## config.mk

```make
export PLATFORM = sky130hd
export DESIGN_NAME = timer_alarm_flat
export DESIGN_NICKNAME = d
export VERILOG_FILES = /design/src/rtl/timer_alarm_if.sv /design/src/rtl/timer_alarm.sv /design/src/flat_wrapper.sv
export SDC_FILE = /design/constraint.sdc
export NUM_CORES = 1
export LEC_CHECK = 0
export BUFFER_PORTS_ARGS = -buffer_cell sky130_fd_sc_hd__buf_2
export CAP_MARGIN = 20
export CORE_MARGIN = 2
export CORE_UTILIZATION = 60
export DETAILED_ROUTE_END_ITERATION = 7
export PLACE_DENSITY = 0.78
export SETUP_SLACK_MARGIN = 0.02
export SKIP_LAST_GASP = 1
export SLEW_MARGIN = 40
export SYNTH_ARGS = -nofsm -noshare
export SYNTH_HDL_FRONTEND = slang
export SYNTH_SLANG_ARGS = --single-unit
```

## constraint.sdc

```tcl
create_clock -name clk -period 6.2 [get_ports clk]
set_input_delay 0 -clock clk [delete_from_list [all_inputs] [get_ports clk]]
set_output_delay 0 -clock clk [all_outputs]
set_load 0.005 [all_outputs]
```

## src/rtl/timer_alarm_if.sv

```systemverilog
// Bus bundle for timer_alarm: single-cycle register access plus interrupt.
// The read-data signal is named dout because "do" is a reserved word in SystemVerilog.
interface timer_alarm_if;
    logic        cs;
    logic        we;
    logic [1:0]  addr;
    logic [31:0] di;
    logic [31:0] dout;
    logic        irq;

    modport master (
        output cs,
        output we,
        output addr,
        output di,
        input  dout,
        input  irq
    );

    modport slave (
        input  cs,
        input  we,
        input  addr,
        input  di,
        output dout,
        output irq
    );
endinterface

```

## src/rtl/timer_alarm.sv

```systemverilog
// Prescaled 32-bit up-counter with compare match, periodic/one-shot modes,
// sticky W1C match flag and a registered level interrupt.
// Register map: 0 COUNT, 1 CMP, 2 CTRL {IE,PER,EN}, 3 STATUS {MF}.
module timer_alarm #(
    parameter int unsigned CLK_DIV = 12
) (
    input  logic          clk,
    input  logic          rst,
    timer_alarm_if.slave  bus
);

    localparam logic [15:0] PSC_LAST = 16'(CLK_DIV - 1);

    localparam logic [1:0] A_COUNT  = 2'd0;
    localparam logic [1:0] A_CMP    = 2'd1;
    localparam logic [1:0] A_CTRL   = 2'd2;
    localparam logic [1:0] A_STATUS = 2'd3;

    logic [15:0] psc;
    logic [31:0] count;
    logic [31:0] cmp;
    logic        en;
    logic        per;
    logic        ie;
    logic        mf;
    logic [31:0] rdata;

    logic wr;
    logic wr_count;
    logic wr_cmp;
    logic wr_ctrl;
    logic wr_status;
    logic tick;
    logic match;

    // Bus decode, tick and match qualification
    always_comb begin
        wr        = bus.cs & bus.we;
        wr_count  = wr && (bus.addr == A_COUNT);
        wr_cmp    = wr && (bus.addr == A_CMP);
        wr_ctrl   = wr && (bus.addr == A_CTRL);
        wr_status = wr && (bus.addr == A_STATUS);
        tick      = en && (psc == PSC_LAST);
        // A COUNT write in the tick cycle suppresses both increment and match
        match     = tick && !wr_count && (count == cmp);
    end

    // Prescaler: held at 0 while disabled, wraps at CLK_DIV-1
    always_ff @(posedge clk) begin
        if (rst || !en) begin
            psc <= '0;
        end else if (psc == PSC_LAST) begin
            psc <= '0;
        end else begin
            psc <= psc + 16'd1;
        end
    end

    // COUNT: bus write wins, else increment or periodic reload on tick
    always_ff @(posedge clk) begin
        if (rst) begin
            count <= '0;
        end else if (wr_count) begin
            count <= bus.di;
        end else if (tick) begin
            if (match && per) begin
                count <= '0;
            end else begin
                count <= count + 32'd1;
            end
        end
    end

    // CMP register
    always_ff @(posedge clk) begin
        if (rst) begin
            cmp <= '1;
        end else if (wr_cmp) begin
            cmp <= bus.di;
        end
    end

    // CTRL: bus write wins over the one-shot auto-clear of EN
    always_ff @(posedge clk) begin
        if (rst) begin
            en  <= 1'b0;
            per <= 1'b0;
            ie  <= 1'b0;
        end else if (wr_ctrl) begin
            en  <= bus.di[0];
            per <= bus.di[1];
            ie  <= bus.di[2];
        end else if (match && !per) begin
            en  <= 1'b0;
        end
    end

    // STATUS.MF: match sets, W1C clears, set wins on collision
    always_ff @(posedge clk) begin
        if (rst) begin
            mf <= 1'b0;
        end else if (match) begin
            mf <= 1'b1;
        end else if (wr_status && bus.di[0]) begin
            mf <= 1'b0;
        end
    end

    // Registered level interrupt
    always_ff @(posedge clk) begin
        if (rst) begin
            bus.irq <= 1'b0;
        end else begin
            bus.irq <= mf & ie;
        end
    end

    // Read mux for the addressed register
    always_comb begin
        rdata = '0;
        case (bus.addr)
            A_COUNT:  rdata = count;
            A_CMP:    rdata = cmp;
            A_CTRL:   rdata = {29'd0, ie, per, en};
            A_STATUS: rdata = {31'd0, mf};
            default:  rdata = '0;
        endcase
    end

    // Read data: one-cycle latency, zero after idle or write cycles (OR-bus)
    always_ff @(posedge clk) begin
        if (rst) begin
            bus.dout <= '0;
        end else if (bus.cs && !bus.we) begin
            bus.dout <= rdata;
        end else begin
            bus.dout <= '0;
        end
    end

endmodule

```

## src/flat_wrapper.sv

```systemverilog
// flat-port wrapper written by rule: the top's interface ports become plain ports
module timer_alarm_flat 
#(
    parameter int unsigned CLK_DIV = 12
)
  (clk, rst, bus_cs, bus_we, bus_addr, bus_di, bus_dout, bus_irq);
  timer_alarm_if bus_i ();
  input  logic clk;
  input  logic rst;
  input wire logic [$bits(bus_i.cs)-1:0] bus_cs;
  input wire logic [$bits(bus_i.we)-1:0] bus_we;
  input wire logic [$bits(bus_i.addr)-1:0] bus_addr;
  input wire logic [$bits(bus_i.di)-1:0] bus_di;
  output wire logic [$bits(bus_i.dout)-1:0] bus_dout;
  output wire logic [$bits(bus_i.irq)-1:0] bus_irq;
  assign bus_i.cs = bus_cs;
  assign bus_i.we = bus_we;
  assign bus_i.addr = bus_addr;
  assign bus_i.di = bus_di;
  assign bus_dout = bus_i.dout;
  assign bus_irq = bus_i.irq;
  timer_alarm #(.CLK_DIV(CLK_DIV)) u_core (.clk(clk), .rst(rst), .bus(bus_i));
endmodule
```

Word level (Yosys, flattened, before mapping). Cells that the tools add are included.

Flip-flop bits (word level): 117. Input bits: 38. Output and inout bits: 33. Logic and storage cells: 49.

Add/sub/neg operators: 2. Eq/ne operators: 5. Multiplexer cells: 8. Bitwise operators: 3. Reduce and logical (&&, ||, !) cells: 22.

Operators with widths (count): 32-bit one-hot mux with 4 select lines (1); 32-bit two-way mux (3); 32-bit by 1-bit adder with 32-bit output (second input constant) (1); 32-bit == test (1); 16-bit by 1-bit adder with 16-bit output (second input constant) (1); 16-bit by 4-bit == test with 1-bit output (second input constant) (1); 1-bit logical AND (11); 2-bit nonzero test (3); 2-bit == test (second input constant) (2); 1-bit logical NOT (4); 1-bit two-way mux (4); 2-bit OR reduction (2); 1-bit AND (2); 2-bit by 1-bit == test with 1-bit output (second input constant) (1); 2-bit logical NOT (1); 1-bit logical OR (1); 1-bit inverter (1).

Longest topological paths before layout. Gate-level depths: netlist of run 1.

Depth after elaboration: 9. Gate-level depth with buffers: 8. Gate-level depth less buffers: 7.

Worst setup path after synthesis of run 1. OpenSTA, ideal clock, no wires.

Kind: register to register. Start: reg u_core.psc[0]. End: reg u_core.count[7]. Library setup time: 0.079 ns. Arrival: 2.343 ns. Data required time: 6.121 ns. Slack: 3.778 ns. Cell stages (with the launch flop): 8. Path buffers: 0. Period minus slack after synthesis: 2.422 ns. Cells stage by stage: dfxtp_1 ha_1 or4b_4 nor4_4 nand2_2 or4_4 xor2_1 a211oi_2.

Cells in the longest elaborated chain, start to end: 8.

RTL lines: start: declaration (line timer_alarm.sv:19) `logic [15:0] psc;`; start signal: assignment (line timer_alarm.sv:55) `psc <= psc + 16'd1;`; 16-bit by 4-bit == test with 1-bit output * (line timer_alarm.sv:43) `tick = en && (psc == PSC_LAST);`; 1-bit logical AND * (line timer_alarm.sv:43); 1-bit logical AND (2 in a row) (line timer_alarm.sv:45) `match = tick && !wr_count && (count == cmp);`; 1-bit logical AND (line timer_alarm.sv:66) `if (match && per) begin`; 32-bit two-way mux (line timer_alarm.sv:66); 32-bit two-way mux (line timer_alarm.sv:65) `end else if (tick) begin`; 32-bit two-way mux (line timer_alarm.sv:63) `end else if (wr_count) begin`; end signal: assignment (line timer_alarm.sv:64) `count <= bus.di;`; end signal: assignment (line timer_alarm.sv:69) `count <= count + 32'd1;`; end: declaration (line timer_alarm.sv:20) `logic [31:0] count;`.

Mark *: on every way between the ends. The rest lies on a longest branch, timed or not. The select of a mux whose other input is x is not followed. A chain may end at the register's enable or synchronous reset.

Final worst setup path of run 1.
Start: reg u_core.psc[0]. End: reg u_core.count[12].

The elaborated chain is that of the path after synthesis.

==> impl_metrics.ini, run 1 <==
[outcome]
outcome = finished clean

[detailed_routing]
dr.pass1.iters = 7
viasPerCell = 5.94
drc = 0
num_vias = 5248
routedWlPerCell_um = 17.6
wirelength_um = 15500
drtIter0Drc = 444
final_antenna_net_count = 0

[logic_synthesis]
synth_ff_type = dfxtp_1
yosysMostFrequentCell = nand2_1
yosysSeqAreaShare = 0.416
synth_seq_cells = 117
async_flop_share = 0
synth_compound_area_frac = 0.0524
synth_common_cells = nand2_1, dfxtp_1, nor2_1, xnor2_1, nand3_1
synth_area_per_cell_um2 = 8.35
synthAdderAreaFrac = 0.00444
synthXorXnorAreaFrac = 0.115
muxShareOfSynthArea = 0.0611
synth_edf_count = 0
synth_area_um2 = 5630
yosys_warnings = 0
synthCells = 675
ys_types = 48
netlist_top_cells_area = dfxtp_1, nand2_1, xnor2_1, mux2i_1, nor2_1
yosys.area.top_type = dfxtp_1
synth_nets = 715
synth.top_cell.area_share = 0.416
synth_top_family_by_area = simple AND/OR/NAND/NOR gates
synth_simple_gate_area_frac = 0.310

[clock_network]
cts.sinks = 117
cts_hold_buf = 35
cts_root_buffer = clkbuf_8
cts_resized = 0
cts_buffer_depth = 2
cts_buffers = 17
cts-htree-levels = 4
cts.clk_slew.worst_paths_ns = 0.06
cts_tree = built
cts_setup_buffers = 0
clk_latency_ns = 0.53

[timing]
skew_ns = 0.00922
worst_slack_ns = 3.43
fin_crit_sh = 0.446
clock.fmax_ghz = 0.362
holdWs_ns = 0.0217
maxSlewViolCount = 0
worstMarginPinSlew_ns = 0.788
finalSetupViolCount = 0
finalHoldViolCount = 0
fin_setup_tns_ns = 0
min_period_ns = 2.77
maxSlewHeadroom = 0.473
rsz0062_at_grt = no

[grt]
antenna_found_initial = 0
grt_use_total = 0.314
grt_pass1_wl_um = 25000
overflow = 0
grt_max_degree = 68
grt_pass1_vias = 5038

[worst_setup_path]
rrSetupSlack_ns = 3.43
r2r_cells = 6
regToRegEndpoint = u_core.count[12]$_SDFFE_PP0P_
crit_slowest_cell = nand4_1
end_kind = flop
critPathArrivalTime_ns = 3.15
criticalPathCategory = flop to flop
crit_family = simple AND/OR/NAND/NOR gates
crit_chain = ha_1 > nor4b_1 > and4_1 > nand4_1 > nand3_1 > a21oi_1
worst-path-buf-inv = 0
path_depth = 6
required_ns = 6.58
reg2reg_from = u_core.psc[0]$_SDFF_PP0_
critPathMaxStageDelay_ns = 0.69
crit_fanout = 15
start_kind = flop

[finish]
area_growth_pct = 21.9
antenna_cells_inserted = 0
fin_cells = 883
fin_nets = 801
nFillCells = 648
drive_gt1_frac = 0.150

[floorplanning]
die_h_um = 101
fp-row-count = 35
start_util = 0.615
pin_count = 71
core_area_um2 = 9150
die-area_um2 = 10200
dieWidth_um = 101

[run]
drv_cap = 0

[hold_path]
holdCritStartpoint = bus_addr[1]
min_to = u_core.bus.dout[1]$_SDFF_PP0_
worstHoldPathType = input pin to flop
worst_hold_path.num_cells = 5

[placed_design]
dpl.hpwl_um = 9790
dp_cells = 818
gp_congestion = 0.935
io_buffers = 70
pre_cts_slack_ns = 3.53

[power_and_ir_drop]
peakVddDrop_uv = 213
powerDensity_nw_per_um2 = 268
p_leak_nw = 2.79
[how the worst max path moves through the flow]
| stage | startpoint | end | slack, ns |
|---|---|---|---|
| after floorplan | u_core.psc[0]$_SDFF_PP0_ | u_core.count[7]$_SDFFE_PP0P_ | 3.78 |
| after global placement | u_core.psc[0]$_SDFF_PP0_ | u_core.count[7]$_SDFFE_PP0P_ | 3.62 |
| after detailed placement | u_core.psc[0]$_SDFF_PP0_ | u_core.count[7]$_SDFFE_PP0P_ | 3.53 |
| after CTS | u_core.psc[0]$_SDFF_PP0_ | u_core.count[7]$_SDFFE_PP0P_ | 3.51 |
| after global routing | u_core.count[6]$_SDFFE_PP0P_ | u_core.count[14]$_SDFFE_PP0P_ | 3.19 |
| final | u_core.psc[0]$_SDFF_PP0_ | u_core.count[12]$_SDFFE_PP0P_ | 3.43 |
[worst register-to-register path, delay by kind of cell (launching register included)]
family,cells,cell delay [ns]
AND/OR/NAND/NOR,4,1.91
flip-flops,1,0.38
adder cells (fa/ha/maj),1,0.25
AO/OA/AOI/OAI,1,0.09
[layer usage]
| layer | vias to the layer above | GRT usage | share of wire |
|---|---|---|---|
| li1 | 2473 | - | - |
| met1 | 2469 | 0.402 | 0.41 |
| met2 | 265 | 0.517 | 0.48 |
| met3 | 41 | 0.0645 | 0.086 |
| met4 | 0 | 0.128 | 0.023 |
| met5 | - | 0 | 0 |
[cells in the final DEF, fill, tap and decap left out, types with 18 or more instances in the layout]
cell type        n
a21oi_1         23
buf_2           69
dfxtp_1        117
dlygate4sd3_1   35
mux2i_1         31
nand2_1        123
nand3_1         44
nand3b_1        33
nand4_1         18
nor2_1          73
xnor2_1         48
xor2_1          26
[report_power, final]
| group | internal (W) | total (W) | leakage (nW) | switching, W |
|---|---|---|---|---|
| combinational | 0.0000630 | 0.000128 | 1.58 | 0.0000647 |
| clock | 0.000585 | 0.000926 | 0.262 | 0.000341 |
| sequential | 0.000770 | 0.000790 | 0.949 | 0.0000195 |
| total | 0.00142 | 0.00184 | 2.79 | 0.000425 |
[logic make-up (layout without fill, tap and decap cells)]
group                      after synthesis  in the layout
adders and majority gates                2              2
DFF                                    117            117
muxes                                   33             33
xor gates and xnor gates                74             74
AOI/OAI and AO/OA                       48             48
and+or+nand+nor                        351            351
buffers and inverters                   50            147
[layout make-up]
class	count	area (µm²)	share of cell area
Multi-Input combinational cell	508	3060	0.446
Sequential cell	117	2340	0.341
Timing Repair Buffer	111	748	0.109
Clock buffer	21	449	0.0654
Tap cell	111	139	0.0202
Clock inverter	9	105	0.0153
Inverter	6	22.5	0.00328
[flip-flops by register name, indices dropped and copies added (netlist names)]
name / flops
u_core.psc: 16
u_core.bus.dout: 32
u_core.en: 1
u_core.mf: 1
u_core.ie: 1
u_core.cmp: 32
u_core.count: 32
u_core.bus.irq: 1
u_core.per: 1
[per-stage QoR]
step	power, W	utilization	area (µm²)
3_3_place_gp	0.000910	0.651	5960
3_5_place_dp	0.000912	0.652	5960
2_1_floorplan	0.000872	-	5630
4_1_cts	0.00184	0.750	6870
6_report	0.00184	0.750	6870
5_1_grt	0.00190	0.750	6870
No activity file was read; power rests on OpenSTA's default activity.
==> inputs of run 2 (changes only) <==
--- a/config.mk
+++ b/config.mk
@@ -8,9 +8,9 @@
 export BUFFER_PORTS_ARGS = -buffer_cell sky130_fd_sc_hd__buf_2
 export CAP_MARGIN = 20
 export CORE_MARGIN = 2
-export CORE_UTILIZATION = 60
+export CORE_UTILIZATION = 52
 export DETAILED_ROUTE_END_ITERATION = 7
-export PLACE_DENSITY = 0.78
+export PLACE_DENSITY = 0.72
 export SETUP_SLACK_MARGIN = 0.02
 export SKIP_LAST_GASP = 1
 export SLEW_MARGIN = 40
==> constraint.sdc (replaced) <==
create_clock -name clk -period 2.35 [get_ports clk]
set_input_delay 0 -clock clk [delete_from_list [all_inputs] [get_ports clk]]
set_output_delay 0 -clock clk [all_outputs]
set_load 0.005 [all_outputs]
==> run 2 against run 1 <==
Core utilization shrank 8.5 points. Via count shrank 0.44%. Largest power group unchanged. Combinational power grew to 2.7 times the previous value. Largest cell class unchanged. Critical endpoint is now u_core.count[7]$_SDFFE_PP0P_. Die area grew 15%. First-iteration DRC count shrank 13%. Clock-buffer cell count shrank 1. Critical path depth is the same. Non-clock buffer count grew 23.
==> impl_metrics.ini, run 2 (synthesis results as in run 1) <==
[floorplanning]
core_area_um2 = 10700
start_util = 0.527
die-area_um2 = 11700
die_h_um = 108
dieWidth_um = 108
fp-row-count = 38
pin_count = 71

[clock_network]
cts.clk_slew.worst_paths_ns = 0.06
cts-htree-levels = 4
cts_root_buffer = clkbuf_8
clk_latency_ns = 0.53
cts.sinks = 117
cts_setup_buffers = 0
cts_buffers = 17
cts_buffer_depth = 2
cts_tree = built

[finish]
final_common_cell = nand2_1
antenna_cells_inserted = 0
mostFrequentLayoutCells = nand2_1, dfxtp_1, nor2_1
fin_nets = 824
drive_gt1_frac = 0.177
regArea_um2 = 2340
nFillCells = 879
multi_input_area_um2 = 3090
reg_top3 = u_core.bus.dout: 32 flops, u_core.cmp: 32 flops, u_core.count: 32 flops
area_growth_pct = 26.4

[grt]
top_usage_layer = met2
met1_usage = 0.332
grt_use_total = 0.267
grt_pass1_wl_um = 24300
met2_usage = 0.442
overflow = 0
met3_usage = 0.0675
grt_max_degree = 67
antenna_found_initial = 0
grt_pass1_vias = 4997

[placed_design]
gp_congestion = 0.883
io_buffers = 70
dpl.hpwl_um = 10000

[hold_path]
min_to = u_core.cmp[14]$_SDFFE_PP1P_
worstHoldPathType = input pin to flop
holdCritStartpoint = bus_di[14]
worst_hold_path.num_cells = 4

[timing]
finalHoldViolCount = 0
rsz0062_at_grt = yes
finalSetupViolCount = 0
min_period_ns = 2.33
fin_crit_sh = 0.989
fin_setup_tns_ns = 0
worstMarginPinSlew_ns = 0.735
holdWs_ns = 0.241
skew_ns = 0.00856
maxSlewHeadroom = 0.507
clock.fmax_ghz = 0.430
maxSlewViolCount = 0

[worst_setup_path]
crit_chain = or4_1 > nor4_4 > nand2_2 > or4_4 > xor2_1 > a211oi_2
crit_slowest_cell = or4_1
criticalPathCategory = flop to flop
r2r_cells = 6
crit_family = simple AND/OR/NAND/NOR gates
crit_fanout = 5
rrSetupSlack_ns = 0.02
start_kind = flop
critPathMaxStageDelay_ns = 0.60
critPathArrivalTime_ns = 2.77
worst-path-buf-inv = 0
reg2reg_from = u_core.psc[12]$_SDFF_PP0_
end_kind = flop
required_ns = 2.80
regToRegEndpoint = u_core.count[7]$_SDFFE_PP0P_

[detailed_routing]
routedWlPerCell_um = 16.3
drc = 0
viasPerCell = 5.59
drtIter0Drc = 385
dr.pass1.iters = 5
final_antenna_net_count = 0
num_vias = 5225
wirelength_um = 15300

[power_and_ir_drop]
p_leak_nw = 2.93
peakVddDrop_uv = 380
powerDensity_nw_per_um2 = 692

[outcome]
outcome = finished clean

[run]
drv_cap = 0
[run 2: cell types whose count changed in the layout (fill, tap and decap cells not counted), moves of 2 or more]
cell	delta
buf_4	+19
nor4_2	+2
dlygate4sd3_1	+3
nor4_1	-2
[run 2: power by group]
group	switching [W]	internal, W
clock	0.000884	0.00162
combinational	0.000170	0.000175
sequential	0.0000493	0.00203
[run 2: what timing repair did]
item                                    CTS  global route
endpoints found under the setup margin    0            12
resized for setup                         0             4
hold buffers                             38             0
hold endpoints to repair                 71             0
[run 2: layer usage]
layer	vias up	share of wire
met5	-	0
met4	0	0.028
met3	38	0.072
met2	212	0.48
met1	2439	0.42
li1	2536	-
[run 2: cell type report]
type                            instances  area share
Tap cell                              140      0.0246
Multi-Input combinational cell        508       0.433
Clock buffer                           20      0.0612
Timing Repair Buffer                  134       0.130
Clock inverter                         10      0.0186
Inverter                                6     0.00316
Sequential cell                       117       0.329
[run 2: metrics by stage]
step | area, µm² | std cells | util | power, W | setup slack, ns
after floorplan | 5640 | 675 | - | 0.00230 | 0.0206
after global placement | 6150 | 867 | 0.575 | 0.00240 | 0.0917
after detailed placement | 6150 | 867 | 0.575 | 0.00241 | 0.0337
after CTS | 7100 | 935 | 0.664 | 0.00495 | 0.0276
after global routing | 7120 | 935 | 0.665 | 0.00507 | -0.0403
final | 7120 | 935 | 0.665 | 0.00493 | 0.0249
[run 2: worst max path at each step]
stage                                   start  cells after the start                           end  slack (ns)
CTS                  u_core.psc[1]$_SDFF_PP0_                      7  u_core.count[7]$_SDFFE_PP0P_        0.03
global placement     u_core.psc[1]$_SDFF_PP0_                      7  u_core.count[7]$_SDFFE_PP0P_        0.09
floorplan            u_core.psc[0]$_SDFF_PP0_                      7  u_core.count[7]$_SDFFE_PP0P_        0.02
detailed placement   u_core.psc[1]$_SDFF_PP0_                      7  u_core.count[7]$_SDFFE_PP0P_        0.03
finish              u_core.psc[12]$_SDFF_PP0_                      6  u_core.count[7]$_SDFFE_PP0P_        0.02
global route         u_core.psc[1]$_SDFF_PP0_                      7  u_core.count[7]$_SDFFE_PP0P_       -0.04
[run 2: tightest hold or removal path, stage by stage]
cell and delay [ns]:
dlygate4sd3_1 0.52, buf_2 0.11, nand2_1 0.04, nand3b_1 0.07
==> inputs of run 3 (changes only) <==
--- a/config.mk
+++ b/config.mk
@@ -7,10 +7,12 @@
 export LEC_CHECK = 0
 export BUFFER_PORTS_ARGS = -buffer_cell sky130_fd_sc_hd__buf_2
 export CAP_MARGIN = 20
+export CELL_PAD_IN_SITES_DETAIL_PLACEMENT = 1
+export CELL_PAD_IN_SITES_GLOBAL_PLACEMENT = 2
 export CORE_MARGIN = 2
-export CORE_UTILIZATION = 52
+export CORE_UTILIZATION = 31
 export DETAILED_ROUTE_END_ITERATION = 7
-export PLACE_DENSITY = 0.72
+export PLACE_DENSITY = 0.71
 export SETUP_SLACK_MARGIN = 0.02
 export SKIP_LAST_GASP = 1
 export SLEW_MARGIN = 40
==> run 3 against run 2 <==
Flip-flop and latch count unchanged. Clock-buffer cell count grew 7. Wire length increased by 18%. Critical path type unchanged. Critical endpoint unchanged. Largest cell class unchanged. Largest power group unchanged. Highest routed layer unchanged.
==> impl_metrics.ini, run 3 (synthesis results as in run 1) <==
[worst_setup_path]
criticalPathCategory = flop to flop
critPathArrivalTime_ns = 2.58
crit_chain = ha_4 > or4b_4 > nor4_4 > nand2_2 > or4_4 > xor2_1 > a211oi_2
reg2reg_from = u_core.psc[1]$_SDFF_PP0_
crit_family = simple AND/OR/NAND/NOR gates
end_kind = flop
critPathMaxStageDelay_ns = 0.54
start_kind = flop
crit_slowest_cell = or4_4
crit_fanout = 3
rrSetupSlack_ns = 0.11
worst-path-buf-inv = 0
worstSetupStartpoint = u_core.psc[1]$_SDFF_PP0_
required_ns = 2.69

[grt]
grt_max_degree = 67
grt_pass1_wl_um = 29200
grt_pass1_vias = 5280
overflow = 0
antenna_found_initial = 0
grt_use_total = 0.192

[timing]
holdWs_ns = 0.0462
fin_setup_tns_ns = 0
clock.fmax_ghz = 0.447
fin_crit_sh = 0.952
min_period_ns = 2.24
maxSlewHeadroom = 0.519
worstMarginPinSlew_ns = 0.721
finalSetupViolCount = 0
rsz0062_at_grt = yes
maxSlewViolCount = 0
finalHoldViolCount = 0
skew_ns = 0.00926

[placed_design]
gp_congestion = 0.816
dp_cells = 966
io_buffers = 70
dpl.hpwl_um = 12300

[finish]
multi_input_area_um2 = 3150
antenna_cells_inserted = 0
mostFrequentLayoutCells = nand2_1, dfxtp_1, nor2_1
final_common_cell = nand2_1
fin_cells = 1030
drive_gt1_frac = 0.201
nFillCells = 2158
regArea_um2 = 2350
area_growth_pct = 29.9
fin_nets = 830
reg_top3 = u_core.bus.dout: 32 flops, u_core.cmp: 32 flops, u_core.count: 32 flops
fin_util = 0.409

[detailed_routing]
drc = 0
drtIter0Drc = 258
viasPerCell = 4.98
wirelength_um = 18000
routedWlPerCell_um = 17.4
num_vias = 5132
final_antenna_net_count = 0
dr.pass1.iters = 4

[hold_path]
worstHoldPathType = input pin to flop
holdCritStartpoint = bus_cs

[power_and_ir_drop]
powerDensity_nw_per_um2 = 662
p_leak_nw = 3.00
peakVddDrop_uv = 496
power.total_w = 0.00484

[floorplanning]
fp-row-count = 49
pin_count = 71
dieWidth_um = 139
die-area_um2 = 19300
die_h_um = 139
start_util = 0.315
core_area_um2 = 17900

[clock_network]
cts-htree-levels = 4
cts.sinks = 117
cts_root_buffer = clkbuf_16
cts_tree = built
cts_buffers = 17
cts_buffer_depth = 2
cts.clk_slew.worst_paths_ns = 0.05
cts_setup_buffers = 0
clk_latency_ns = 0.42

[outcome]
outcome = finished clean

[run]
drv_cap = 0
## run 3: cell count changes in the layout (fill, tap and decap cells not counted), moves of 3 or more
cell	before	now
buf_4	26	35
dfxtp_1	117	112
dfxtp_2	0	5
clkbuf_8	2	6
dlygate4sd3_1	38	34
bufinv_16	3	0
## run 3: report_power, final
part	internal, W	total, W	switching (W)
registers	0.00203	0.00208	0.0000473
logic	0.000175	0.000354	0.000179
clock network	0.00150	0.00241	0.000909
## run 3: per-layer routing
layer	global-route usage	wire, µm	share of wire
met3	0.0352	577	0.032
met2	0.317	8650	0.48
met1	0.255	8550	0.48
met4	0.0633	196	0.011
met5	0	0	0
## run 3: timing repair
item,4_1_cts,5_1_grt
endpoints found under the hold margin,70,0
setup endpoints to repair,1,27
hold buffers,34,0
pin swaps,0,2
resized for setup,1,17
## run 3: worst paths after layout
check,endpoint,depth (start not counted)
hold / removal,u_core.bus.dout[0]$_SDFF_PP0_,3
setup reg to reg,u_core.count[7]$_SDFFE_PP0P_,7
hold reg to reg,u_core.bus.irq$_SDFF_PP0_,2
setup / recovery,u_core.count[7]$_SDFFE_PP0P_,7
## run 3: area by class of cell
cell class,instances,share of cell area
Tap cell,229,0.0392
Multi-Input combinational cell,508,0.430
Clock buffer,27,0.0715
Clock inverter,3,0.00239
Timing Repair Buffer,140,0.133
Sequential cell,117,0.321
Inverter,6,0.00308
## run 3: tightest hold or removal path, cell delays in order
cell	delay (ns)
buf_2	0.13
or3b_2	0.24
nor2b_1	0.05
## run 3: metrics by stage
stage	cell area (µm²)	setup slack [ns]
4_1_cts	7230	0.0214
3_5_place_dp	6350	0.00270
5_1_grt	7320	0.00880
2_1_floorplan	5640	0.0206
3_3_place_gp	6350	0.0582
6_report	7320	0.112
